## src/rtl/axi_lite_pkg.sv

```systemverilog
// Purpose: shared encodings for the AXI4-Lite memory port arbiter (response codes, FSM states, GRANT values).
// Latency: n/a (constants and types only).
// Backpressure: n/a.
package axi_lite_pkg;

    localparam logic [1:0] RESP_OKAY   = 2'b00;
    localparam logic [1:0] RESP_SLVERR = 2'b10;
    localparam logic [1:0] RESP_DECERR = 2'b11;

    localparam logic [1:0] GRANT_IDLE  = 2'b00;
    localparam logic [1:0] GRANT_WR    = 2'b01;
    localparam logic [1:0] GRANT_RD    = 2'b10;

    typedef enum logic [1:0] {
        ST_IDLE   = 2'd0,
        ST_ACCESS = 2'd1,
        ST_RESP   = 2'd2
    } arb_state_e;

    // Which path was serviced most recently; drives the round-robin tie break.
    typedef enum logic {
        LG_WRITE = 1'b0,
        LG_READ  = 1'b1
    } last_grant_e;

endpackage

```

## src/rtl/rr_arbiter2.sv

```systemverilog
// Purpose: two-requester round-robin picker (write vs read), purely combinational.
// Latency: 0 cycles.
// Backpressure: none; the caller only samples grant_oh while it is idle.
// Ports: eligible_w/eligible_r requests, last_grant history, grant_oh one-hot ([0] write, [1] read).
module rr_arbiter2
    import axi_lite_pkg::*;
(
    input  logic        eligible_w,
    input  logic        eligible_r,
    input  last_grant_e last_grant,
    output logic [1:0]  grant_oh
);

    always_comb begin
        grant_oh = 2'b00;
        if (eligible_w && eligible_r) begin
            // On a tie, the path that did not go last wins.
            grant_oh = (last_grant == LG_READ) ? 2'b01 : 2'b10;
        end else if (eligible_w) begin
            grant_oh = 2'b01;
        end else if (eligible_r) begin
            grant_oh = 2'b10;
        end
    end

endmodule

```

## src/rtl/axi_mem_port_arbiter.sv

```systemverilog
// Purpose: shares one single-port memory between the AXI4-Lite write and read paths, one access at a time.
// Latency: request sampled in IDLE -> MEM_EN next cycle -> response strobe the cycle after MEM_ACK (2 cycles zero-wait).
// Backpressure: requests are level and held until their response strobe; the memory stalls via MEM_ACK.
// Ports: W* write request/response, R* read request/response, MEM_* memory command/ack, GRANT owner status.
// Optional: define ARB_TIMEOUT_EN to abort an access with SLVERR after TIMEOUT_CYCLES cycles without MEM_ACK.
module axi_mem_port_arbiter
    import axi_lite_pkg::*;
#(
    parameter int DATA_WIDTH     = 32,
    parameter int DATA_DEPTH     = 64,
    parameter int ADDR_WIDTH     = 5,
    parameter int STRB_WIDTH     = DATA_WIDTH / 8,
    parameter int RESP_WIDTH     = 2,
    parameter int TIMEOUT_CYCLES = 16
) (
    input  logic                  clk,
    input  logic                  reset,
    input  logic                  WEN,
    input  logic [ADDR_WIDTH-1:0] WADDR,
    input  logic [DATA_WIDTH-1:0] WDATA,
    input  logic [STRB_WIDTH-1:0] WSTRB,
    output logic [RESP_WIDTH-1:0] WRESP,
    output logic                  WRESPREADY,
    input  logic                  REN,
    input  logic [ADDR_WIDTH-1:0] RADDR,
    output logic [DATA_WIDTH-1:0] RDATA,
    output logic [RESP_WIDTH-1:0] RRESP,
    output logic                  RRESPREADY,
    output logic                  MEM_EN,
    output logic                  MEM_WE,
    output logic [ADDR_WIDTH-1:0] MEM_ADDR,
    output logic [DATA_WIDTH-1:0] MEM_WDATA,
    output logic [STRB_WIDTH-1:0] MEM_WSTRB,
    input  logic [DATA_WIDTH-1:0] MEM_RDATA,
    input  logic                  MEM_ACK,
    input  logic                  MEM_ERR,
    output logic [1:0]            GRANT
);

    if (TIMEOUT_CYCLES < 1) begin : g_bad_timeout
        $error("TIMEOUT_CYCLES must be at least 1");
    end
    if (ADDR_WIDTH >= 32) begin : g_bad_addr
        $error("ADDR_WIDTH must be below 32");
    end

    arb_state_e            state_q, state_d;
    last_grant_e           last_grant_q, last_grant_d;
    logic                  wr_mask_q, wr_mask_d;
    logic                  rd_mask_q, rd_mask_d;
    logic [1:0]            grant_q, grant_d;
    logic                  mem_en_q, mem_en_d;
    logic                  mem_we_q, mem_we_d;
    logic [ADDR_WIDTH-1:0] mem_addr_q, mem_addr_d;
    logic [DATA_WIDTH-1:0] mem_wdata_q, mem_wdata_d;
    logic [STRB_WIDTH-1:0] mem_wstrb_q, mem_wstrb_d;
    logic [RESP_WIDTH-1:0] wresp_q, wresp_d;
    logic                  wrespready_q, wrespready_d;
    logic [RESP_WIDTH-1:0] rresp_q, rresp_d;
    logic                  rrespready_q, rrespready_d;
    logic [DATA_WIDTH-1:0] rdata_q, rdata_d;

`ifdef ARB_TIMEOUT_EN
    localparam int TO_W = $clog2(TIMEOUT_CYCLES + 1);
    localparam logic [TO_W-1:0] TO_LAST = TO_W'(TIMEOUT_CYCLES - 1);
    logic [TO_W-1:0] to_cnt_q, to_cnt_d;
`endif

    logic                  eligible_w, eligible_r;
    logic [1:0]            pick_oh;
    logic [ADDR_WIDTH-1:0] sel_addr;
    logic [31:0]           sel_addr_ext;
    logic                  fin;
    logic [RESP_WIDTH-1:0] fin_code;
    logic [DATA_WIDTH-1:0] fin_rdata;

    // A served request stays masked until it is seen low, so a held level is never serviced twice.
    assign eligible_w = WEN & ~wr_mask_q;
    assign eligible_r = REN & ~rd_mask_q;

    rr_arbiter2 u_rr (
        .eligible_w (eligible_w),
        .eligible_r (eligible_r),
        .last_grant (last_grant_q),
        .grant_oh   (pick_oh)
    );

    assign sel_addr     = pick_oh[0] ? WADDR : RADDR;
    assign sel_addr_ext = 32'(sel_addr);

    always_comb begin
        state_d      = state_q;
        last_grant_d = last_grant_q;
        wr_mask_d    = wr_mask_q;
        rd_mask_d    = rd_mask_q;
        grant_d      = grant_q;
        mem_en_d     = mem_en_q;
        mem_we_d     = mem_we_q;
        mem_addr_d   = mem_addr_q;
        mem_wdata_d  = mem_wdata_q;
        mem_wstrb_d  = mem_wstrb_q;
        wresp_d      = wresp_q;
        wrespready_d = 1'b0;
        rresp_d      = rresp_q;
        rrespready_d = 1'b0;
        rdata_d      = rdata_q;
        fin          = 1'b0;
        fin_code     = RESP_WIDTH'(RESP_OKAY);
        fin_rdata    = MEM_RDATA;
`ifdef ARB_TIMEOUT_EN
        to_cnt_d     = '0;
`endif

        if (!WEN) wr_mask_d = 1'b0;
        if (!REN) rd_mask_d = 1'b0;

        case (state_q)
            ST_IDLE: begin
                if (|pick_oh) begin
                    grant_d     = pick_oh[0] ? GRANT_WR : GRANT_RD;
                    mem_we_d    = pick_oh[0];
                    mem_addr_d  = sel_addr;
                    mem_wdata_d = WDATA;
                    mem_wstrb_d = WSTRB;
                    if (sel_addr_ext >= 32'(DATA_DEPTH)) begin
                        // Out-of-range address never reaches the memory.
                        fin       = 1'b1;
                        fin_code  = RESP_WIDTH'(RESP_DECERR);
                        fin_rdata = '0;
                    end else begin
                        state_d  = ST_ACCESS;
                        mem_en_d = 1'b1;
                    end
                end
            end
            ST_ACCESS: begin
                if (MEM_ACK) begin
                    fin      = 1'b1;
                    fin_code = MEM_ERR ? RESP_WIDTH'(RESP_SLVERR) : RESP_WIDTH'(RESP_OKAY);
`ifdef ARB_TIMEOUT_EN
                end else if (to_cnt_q == TO_LAST) begin
                    fin       = 1'b1;
                    fin_code  = RESP_WIDTH'(RESP_SLVERR);
                    fin_rdata = '0;
                end else begin
                    to_cnt_d = to_cnt_q + TO_W'(1);
`endif
                end
            end
            ST_RESP: begin
                state_d = ST_IDLE;
                grant_d = GRANT_IDLE;
                // Mask set overrides the clear above.
                if (grant_q == GRANT_WR) begin
                    last_grant_d = LG_WRITE;
                    wr_mask_d    = 1'b1;
                end else begin
                    last_grant_d = LG_READ;
                    rd_mask_d    = 1'b1;
                end
            end
            default: state_d = ST_IDLE;
        endcase

        // Common completion: response registered so the strobe appears in the RESP cycle.
        if (fin) begin
            state_d  = ST_RESP;
            mem_en_d = 1'b0;
            mem_we_d = 1'b0;
            if (grant_d == GRANT_WR) begin
                wrespready_d = 1'b1;
                wresp_d      = fin_code;
            end else begin
                rrespready_d = 1'b1;
                rresp_d      = fin_code;
                rdata_d      = fin_rdata;
            end
        end
    end

    always_ff @(posedge clk or negedge reset) begin
        if (!reset) begin
            state_q      <= ST_IDLE;
            last_grant_q <= LG_READ;
            wr_mask_q    <= 1'b0;
            rd_mask_q    <= 1'b0;
            grant_q      <= GRANT_IDLE;
            mem_en_q     <= 1'b0;
            mem_we_q     <= 1'b0;
            mem_addr_q   <= '0;
            mem_wdata_q  <= '0;
            mem_wstrb_q  <= '0;
            wresp_q      <= '0;
            wrespready_q <= 1'b0;
            rresp_q      <= '0;
            rrespready_q <= 1'b0;
            rdata_q      <= '0;
`ifdef ARB_TIMEOUT_EN
            to_cnt_q     <= '0;
`endif
        end else begin
            state_q      <= state_d;
            last_grant_q <= last_grant_d;
            wr_mask_q    <= wr_mask_d;
            rd_mask_q    <= rd_mask_d;
            grant_q      <= grant_d;
            mem_en_q     <= mem_en_d;
            mem_we_q     <= mem_we_d;
            mem_addr_q   <= mem_addr_d;
            mem_wdata_q  <= mem_wdata_d;
            mem_wstrb_q  <= mem_wstrb_d;
            wresp_q      <= wresp_d;
            wrespready_q <= wrespready_d;
            rresp_q      <= rresp_d;
            rrespready_q <= rrespready_d;
            rdata_q      <= rdata_d;
`ifdef ARB_TIMEOUT_EN
            to_cnt_q     <= to_cnt_d;
`endif
        end
    end

    assign WRESP      = wresp_q;
    assign WRESPREADY = wrespready_q;
    assign RRESP      = rresp_q;
    assign RRESPREADY = rrespready_q;
    assign RDATA      = rdata_q;
    assign MEM_EN     = mem_en_q;
    assign MEM_WE     = mem_we_q;
    assign MEM_ADDR   = mem_addr_q;
    assign MEM_WDATA  = mem_wdata_q;
    assign MEM_WSTRB  = mem_wstrb_q;
    assign GRANT      = grant_q;

endmodule

```

## config.mk

```make
export PLATFORM = sky130hd
export DESIGN_NAME = axi_mem_port_arbiter
export DESIGN_NICKNAME = d
export VERILOG_FILES = /design/src/rtl/axi_lite_pkg.sv /design/src/rtl/rr_arbiter2.sv /design/src/rtl/axi_mem_port_arbiter.sv
export SDC_FILE = /design/constraint.sdc
export NUM_CORES = 1
export LEC_CHECK = 0
export ABC_CLOCK_PERIOD_IN_PS = 1300
export CELL_PAD_IN_SITES_DETAIL_PLACEMENT = 2
export CELL_PAD_IN_SITES_GLOBAL_PLACEMENT = 2
export CORE_MARGIN = 1.5
export CORE_UTILIZATION = 24
export DETAILED_ROUTE_END_ITERATION = 16
export PLACE_DENSITY = 0.77
export SLEW_MARGIN = 10
export SYNTH_ARGS = -nofsm -noshare
export SYNTH_HDL_FRONTEND = slang
export SYNTH_SLANG_ARGS = --single-unit
```

## constraint.sdc

```tcl
create_clock -name clk -period 1.3 [get_ports clk]
set_input_delay 0.195 -clock clk [delete_from_list [all_inputs] [get_ports clk]]
set_output_delay 0.195 -clock clk [all_outputs]
set_load 0.05 [all_outputs]
```

Word level (Yosys, flattened, before mapping)
Cells that the tools add are included.
{"block": "classes", "n_mux": 42, "n_reduce_logical": 11, "bitwise_logic": 5, "eq_ne": 8, "magnitude_cmp": 1}
{"op": "two-way mux 32 bit", "n": 3}
{"op": "two-way mux 2 bit", "n": 13}
{"op": "two-way mux 1 bit", "n": 21}
{"op": "case mux 2 bit (2 select lines)", "n": 3}
{"op": "AND reduction 2 bit", "n": 4}
{"op": ">= comparator 5 x 7 -> 1 bit, second input constant", "n": 1}
{"op": "equality test 2 x 1 -> 1 bit, second input constant", "n": 3}
{"op": "inequality test 3 bit, second input constant", "n": 2}
{"op": "AND reduction 3 bit", "n": 2}
{"op": "two-way mux 5 bit", "n": 1}
{"op": "inequality test 2 bit, second input constant", "n": 2}
{"op": "nonzero test 2 bit", "n": 2}
{"op": "inverter 1 bit", "n": 3}
{"op": "AND 1 bit", "n": 2}
{"op": "equality test 2 bit, second input constant", "n": 1}
{"op": "logical NOT 2 bit", "n": 1}
{"op": "case mux 1 bit (2 select lines)", "n": 1}
{"op": "OR reduction 2 bit", "n": 1}
{"op": "logical AND 1 bit", "n": 1}
{"block": "totals", "inputBits": 84, "regBits": 88, "output_inout_bits": 83, "elab_cells": 82}

Depth between registers and ports, before layout
Gate-level depths: netlist of the first run.
{"block": "depth", "word_depth": 12, "depth_mapped": 6, "ltp_nobuf": 4}

Cells and area by module
From an unflattened synthesis of the first run, not the netlist that was laid out.
{"block": "hier_totals", "cells_unflattened": 213, "area_unflattened_um2": 3387.0}
{"mod": "axi_mem_port_arbiter", "area_each_um2": 3368.2, "instances": 1, "cells_each": 210}
{"mod": "rr_arbiter2", "area_each_um2": 18.8, "instances": 1, "cells_each": 3}

Least setup slack after synthesis of the first run
OpenSTA, ideal clock, no wires.
{"block": "synth_timing", "path_type": "flip-flop to flip-flop", "from": "reg grant_q[0] (netlist: GRANT[0])", "to": "reg rdata_q[10] (netlist: RDATA[10])", "setup_time_ns": 0.125, "path_slack_ns": -0.400, "path_stages_with_launch": 6, "period_less_slack_ns": 1.700, "t_arrival_ns": 1.575, "cell_sequence": "dfrtp_1 inv_1 nor2_1 nor2_8 buf_12 mux2_4"}
{"block": "synth_between", "elab_chain_len": 5}
{"element": "from (decl)", "line": "axi_mem_port_arbiter.sv:51", "rtl": "logic [1:0] grant_q, grant_d;"}
{"element": "from (signal assigned)", "line": "axi_mem_port_arbiter.sv:206", "rtl": "grant_q <= grant_d;"}
{"element": "two-way mux 2 bit", "line": "axi_mem_port_arbiter.sv:119", "rtl": "if (|pick_oh) begin"}
{"element": "case mux 2 bit (2 select lines) (*)", "line": "axi_mem_port_arbiter.sv:117", "rtl": "case (state_q)"}
{"element": "equality test 2 x 1 -> 1 bit (*)", "line": "axi_mem_port_arbiter.sv:170", "rtl": "if (grant_d == GRANT_WR) begin"}
{"element": "inverter 1 bit (no line) (*)"}
{"element": "AND reduction 2 bit (no line) (*)"}
{"element": "to (signal assigned)", "line": "axi_mem_port_arbiter.sv:216", "rtl": "rdata_q <= rdata_d;"}
{"element": "to (decl)", "line": "axi_mem_port_arbiter.sv:61", "rtl": "logic [DATA_WIDTH-1:0] rdata_q, rdata_d;"}
Every way passes the cells marked *; elsewhere a longest branch is shown, timed or not.
A chain may end at the register's enable or synchronous reset.

Worst setup path after layout of the first run
{"block": "layout_timing", "from": "reg wr_mask_q", "to": "reg mem_wdata_q[15] (netlist: MEM_WDATA[15])"}
{"block": "layout_between", "elab_chain_len": 6, "word_cells_on_any_way": 7, "cone_classes": "mux (2); bitwise (2); reduce/logical (3)"}
{"element": "from (decl)", "line": "axi_mem_port_arbiter.sv:49", "rtl": "logic wr_mask_q, wr_mask_d;"}
{"element": "from (signal assigned)", "line": "axi_mem_port_arbiter.sv:204", "rtl": "wr_mask_q <= wr_mask_d;"}
{"element": "inverter 1 bit (*)", "line": "axi_mem_port_arbiter.sv:78", "rtl": "assign eligible_w = WEN & ~wr_mask_q;"}
{"element": "AND 1 bit (*)", "line": "axi_mem_port_arbiter.sv:78"}
{"element": "two-way mux 2 bit or logical AND 1 bit (tied branches)", "line": "rr_arbiter2.sv:19, rr_arbiter2.sv:16"}
{"element": "two-way mux 2 bit (*)", "line": "rr_arbiter2.sv:16", "rtl": "if (eligible_w && eligible_r) begin"}
{"element": "OR reduction 2 bit (*)", "line": "axi_mem_port_arbiter.sv:119"}
{"element": "AND reduction 2 bit (no line) (*)"}
{"element": "to (signal assigned)", "line": "axi_mem_port_arbiter.sv:210", "rtl": "mem_wdata_q <= mem_wdata_d;"}
{"element": "to (decl)", "line": "axi_mem_port_arbiter.sv:55", "rtl": "logic [DATA_WIDTH-1:0] mem_wdata_q, mem_wdata_d;"}
Marks and branches as above.

==> results of run 1 <==
-- flip-flops by register name, indices dropped and copies added, names as in the netlist, 2 cells and up --
register   count
GRANT          2
RDATA         32
MEM_WSTRB      4
MEM_ADDR       5
MEM_WDATA     32
state_q        2
-- worst paths after layout --
check,start,end,slack (ns)
min in group clk,WDATA[24],MEM_WDATA[24],0.47
worst min register to register,wr_mask_q,wr_mask_q,0.51
worst max register to register,wr_mask_q,MEM_WDATA[15],-0.34
worst min-delay path,reset,MEM_WDATA[8],0.39
max in group asynchronous,reset,last_grant_q,0.64
worst max-delay path,wr_mask_q,MEM_WDATA[15],-0.34
-- Yosys cell counts, types with 2 or more instances --
cell	instances
buf_4	2
mux2_2	41
nand2_1	4
mux2i_1	5
nand2b_1	2
mux2_4	29
o21ai_0	2
dfrtp_1	85
nand2b_4	2
buf_12	4
nor2_2	3
nor2_1	6
a21oi_2	3
buf_6	4
inv_1	3
a21o_1	2
a21oi_1	3
-- where the power goes --
| group | switching, W | leakage (nW) | total, W | internal, W |
|---|---|---|---|---|
| logic | 0.00696 | 1.97 | 0.0150 | 0.00801 |
| registers | 0.00158 | 1.01 | 0.00563 | 0.00404 |
| clock network | 0.00106 | 0.142 | 0.00260 | 0.00154 |
-- metal layers --
layer / wire length, um / up-vias
li1: - / 1137
met1: 4180 / 1300
met2: 6820 / 106
met3: 909 / 8
met4: 87 / 0
met5: 0 / -
-- timing repair --
action	4_1_cts	5_1_grt
pin swaps	5	9
setup endpoints to repair	79	81
hold buffers	1	0
setup buffers	15	10
gates cloned	4	0
gates resized for setup	30	19
hold endpoints to repair	85	0
-- cell type report --
class | instances | area share, %
sequential | 86 | 30.5
inverter | 3 | 0.159
multi-input combinational | 113 | 19.7
timing repair buffer | 203 | 42.1
clock inverter | 5 | 0.831
tap | 184 | 3.25
clock buffer | 11 | 3.43
-- worst register-to-register path: stages (launching register included) --
cell and delay, ns:
dfrtp_1 0.38, nand2b_4 0.16, a211oi_4 0.25, buf_6 0.16
buf_12 0.19, mux2_2 0.39
-- kinds of logic (layout without fill, tap and decap cells) --
group,Yosys count,count (layout),synth area share [%]
and+or+nand+nor,21,21,4.29
other,1,2,0.106
buffers and inverters,13,222,4.29
AOI/OAI and AO/OA,15,15,3.51
muxes,75,75,26.8
DFF,86,86,61.0
-- metrics by stage --
stage | setup TNS, ns | hold WS [ns] | utilization [%]
after floorplan | -12.15 | -0.101 | -
final | -16.99 | 0.388 | 49.1
after global routing | -20.90 | 0.411 | 49.1
after global placement | -35.95 | 0.196 | 44.2
after CTS | -18.05 | 0.400 | 48.8
after detailed placement | -39.35 | 0.205 | 44.2
==> impl_metrics.json, run 1 <==
{
  "hp-class": "in2async",
  "multiInputGateArea_um2": 1400,
  "synth_top_cell_area_share_pct": 60.2,
  "path_class": "reg2reg",
  "initialDrtViolationCount": 68,
  "yosysWarnings": 0,
  "pre_cts_slack_ns": -0.638,
  "routabilityCongestion": 0.697,
  "cts_buffers": 9,
  "fin_crit_ns": 1.64,
  "power_leakage_nw": 3.12,
  "setup_violations": 78,
  "syn_inst": 211,
  "grt_util_all_layers_pct": 16.0,
  "vias": 2551,
  "grt_overflow": 0,
  "final_cell_mix": "buf_12 (92), dfrtp_1 (82), clkdlybuf4s50_1 (82), mux2_4 (50), mux2_2 (20)",
  "synth_top_area_cell": "dfrtp_1",
  "fmax_ghz": 0.608,
  "ys_top_cells_by_area": "dfrtp_1 (60%), mux2_2 (13%), mux2_4 (12%)",
  "critPathArrivalTime_ns": 1.87,
  "syn_avg_cell_area_um2": 16.7,
  "wire_per_inst_um": 19.8,
  "outcome": "finished with violations",
  "violations": "setup timing",
  "grt_busiest_layer": "met2",
  "dr.pass1.iters": 4,
  "required_ns": 1.52,
  "rsz0062_at_grt": "true",
  "ant_nets": 0,
  "cp-start-kind": "flip-flop",
  "htree_levels": 3,
  "root_buffer": "clkbuf_16",
  "ys_seq_area_share_pct": 61.0,
  "report.final.slew_viol_count": 0,
  "row_count": 44,
  "period_share_pct": 126,
  "die-area_um2": 15400,
  "critPathCaptureType": "flip-flop",
  "finalWorstSetupSlack_ns": -0.344,
  "drive_above_1_share_pct": 55.6,
  "drc_errors": 0,
  "path_buf_inv": 2,
  "nets": 500,
  "antenna_found_initial": 0,
  "ys_types": 28,
  "coreArea_um2": 14400,
  "vias_per_cell": 4.22,
  "die_y_um": 124,
  "design_power_total_w": 0.0232,
  "ys_ff_latch": 86,
  "crit_family": "flip-flops",
  "synth_area_um2": 3530,
  "reg2reg_depth": 5,
  "dp_hpwl_um": 8410,
  "cts_buffer_depth": 2,
  "finalHoldViolCount": 0,
  "n_fill_cell": 1336,
  "wl_um": 12000,
  "maxCapViolCount": 0,
  "mostFrequentLayoutCell": "buf_12",
  "synth-edff-count": 0,
  "grt_max_degree": 46,
  "peakVddDrop_mv": 1.28,
  "start_util_pct": 24.5,
  "place_area_um2": 6370,
  "fin_skew_ns": 0.00505,
  "path_depth": 5,
  "seqCellArea_um2": 2160,
  "clk-insertion-delay-late_ns": 0.34,
  "finalNonFillerCells": 605,
  "areaGrowthSynthToFinish_pct": 100,
  "yosys_most_used_dff": "dfrtp_1",
  "diodes": 0,
  "clock_sinks": 86,
  "fin_area_um2": 7080,
  "cpPeakStageDelay_ns": 0.38,
  "crit_path_cell_trace": "nand2b_4, a211oi_4, buf_6, buf_12, mux2_2",
  "grt_pass1_wl_um": 18800,
  "io_buffers": 164,
  "io_pins": 167,
  "postSynth.asyncResetShare_pct": 100,
  "use_met3_pct": 6.70,
  "cts_tree": "done",
  "powerDensity_nw_per_um2": 3280,
  "dp.cells": 567,
  "clk_pin_slew_ns": 0.06,
  "met2_usage_pct": 30.0,
  "crit_slowest_cell": "dfrtp_1",
  "cp_max_fo": 26,
  "grt_pass1_vias": 3142,
  "die_w_um": 124,
  "grt_use_met1_pct": 16.6
}
Note: power is estimated with default switching activity, not from simulation.
==> run 2: changes to the inputs <==
PLACE_DENSITY = 0.74   (was 0.77)
==> run 2 against run 1 <==
Flip-flop and latch count stayed put. Hold slack worse by 0.10 ns. Clock power is 10% higher. Largest power group unchanged. Die area stayed put. Clock skew is 0.0026 ns higher. Final cell count is 0.66% higher. Sequential share of layout area is 0.63 points lower. Critical path type unchanged. The run still ends with setup timing left.
==> impl_metrics.json, run 2 (same netlist as run 1, synthesis figures left out) <==
{
  "outcome": "finished with violations",
  "seqCellArea_um2": 2160,
  "critPathCaptureType": "flip-flop",
  "multiInputGateArea_um2": 1440,
  "fin_area_um2": 7230,
  "grt_overflow": 0,
  "cts_buffer_depth": 2,
  "final_cell_mix": "buf_12 (92), clkdlybuf4s50_1 (82), dfrtp_1 (81), mux2_4 (63), buf_4 (17)",
  "required_ns": 1.53,
  "report.final.slew_viol_count": 0,
  "drc_errors": 0,
  "diodes": 0,
  "row_count": 44,
  "grt_pass1_vias": 3018,
  "finish.utilization_pct": 50.1,
  "grt_max_degree": 34,
  "finalWorstSetupSlack_ns": -0.339,
  "io_buffers": 164,
  "ant_nets": 0,
  "wire_per_inst_um": 19.8,
  "peakVddDrop_mv": 1.49,
  "cts_buffers": 9,
  "grt_pass1_wl_um": 18300,
  "finalNonFillerCells": 609,
  "startpoint": "rd_mask_q",
  "cts_tree": "done",
  "rsz0062_at_grt": "true",
  "crit_family": "buffers and inverters",
  "dp.cells": 570,
  "finalHoldViolCount": 0,
  "die_y_um": 124,
  "n_fill_cell": 1337,
  "crit_path_cell_trace": "nand2b_4, a211oi_4, buf_6, clkbuf_16, mux2_4",
  "vias_per_cell": 4.23,
  "reg2reg_depth": 5,
  "initialDrtViolationCount": 63,
  "htree_levels": 3,
  "dp_hpwl_um": 8250,
  "r2r_end": "MEM_WDATA[14]",
  "dr.pass1.iters": 4,
  "coreArea_um2": 14400,
  "antenna_found_initial": 0,
  "cpPeakStageDelay_ns": 0.39,
  "maxCapViolCount": 0,
  "fin_skew_ns": 0.00770,
  "grt_util_all_layers_pct": 15.7,
  "power_leakage_nw": 3.22,
  "cp_max_fo": 7,
  "powerDensity_nw_per_um2": 3290,
  "reg2reg_slack_ns": -0.34,
  "hold_ws_ns": 0.288,
  "path_depth": 5,
  "drive_above_1_share_pct": 55.8,
  "critPathArrivalTime_ns": 1.87,
  "place_area_um2": 6360,
  "vias": 2579,
  "path_class": "reg2reg",
  "violations": "setup timing",
  "start_util_pct": 24.5,
  "fin_crit_ns": 1.64,
  "period_share_pct": 126,
  "setup_violations": 78,
  "endpoint": "MEM_WDATA[14]",
  "r2r_start": "rd_mask_q",
  "wl_um": 12000,
  "path_buf_inv": 2,
  "cp-start-kind": "flip-flop",
  "fmax_ghz": 0.610,
  "io_pins": 167,
  "die_w_um": 124,
  "clock_sinks": 86,
  "hp-class": "in2async",
  "crit_slowest_cell": "dfrtp_1",
  "areaGrowthSynthToFinish_pct": 105,
  "clk-insertion-delay-late_ns": 0.35,
  "pre_cts_slack_ns": -0.615,
  "die-area_um2": 15400,
  "routabilityCongestion": 0.679,
  "nets": 504,
  "mostFrequentLayoutCell": "buf_12",
  "root_buffer": "clkbuf_16",
  "clk_pin_slew_ns": 0.06
}
-- run 2: cell count changes in the layout (fill, tap and decap cells not counted), sizes merged --
cell      before  now
clkbuf        11   14
clkinvlp       2    1
bufinv         1    2
buf          120  121
-- run 2: routing by layer --
| metal | share of wire [%] | GRT usage [%] |
|---|---|---|
| met1 | 40 | 18.6 |
| met2 | 53 | 27.3 |
| met3 | 5.7 | 3.99 |
| met4 | 1.7 | 5.88 |
| met5 | 0 | 0 |
-- run 2: area by class of cell --
class / count / share of cell area (%)
timing repair buffer: 207 / 42.2
clock inverter: 5 / 1.12
multi-input combinational: 113 / 19.9
tap: 184 / 3.18
inverter: 3 / 0.156
clock buffer: 11 / 3.50
sequential: 86 / 29.9
-- run 2: worst min-delay path by stage --
stage / to / slack [ns] / cells past startpoint / startpoint
global route: MEM_WDATA[31] / 0.30 / 2 / reset
detailed placement: MEM_WDATA[10] / 0.10 / 1 / reset
floorplan: GRANT[0] / -0.10 / 0 / reset
CTS: RDATA[4] / 0.28 / 2 / reset
global placement: RDATA[4] / 0.1 / 1 / reset
finish: RDATA[9] / 0.29 / 2 / reset
-- run 2: stage by stage --
stage	total power [W]	TNS, ns
after floorplan	0.0124	-12.15
after global placement	0.0192	-36.35
after detailed placement	0.0196	-38.44
after CTS	0.0237	-18.48
after global routing	0.0247	-21.07
final	0.0238	-17.14
-- run 2: power by group --
group	total, W	internal [W]	switching [W]
Combinational	0.0153	0.00831	0.00702
Clock	0.00286	0.00179	0.00107
Sequential	0.00563	0.00405	0.00159
-- run 2: repair_timing --
item | 4_1_cts | 5_1_grt
pin swaps | 4 | 5
hold buffers | 1 | 0
gates resized for setup | 43 | 17
setup buffers | 13 | 5
cloned | 4 | 3
setup endpoints to repair | 79 | 80
hold endpoints to repair | 17 | 0
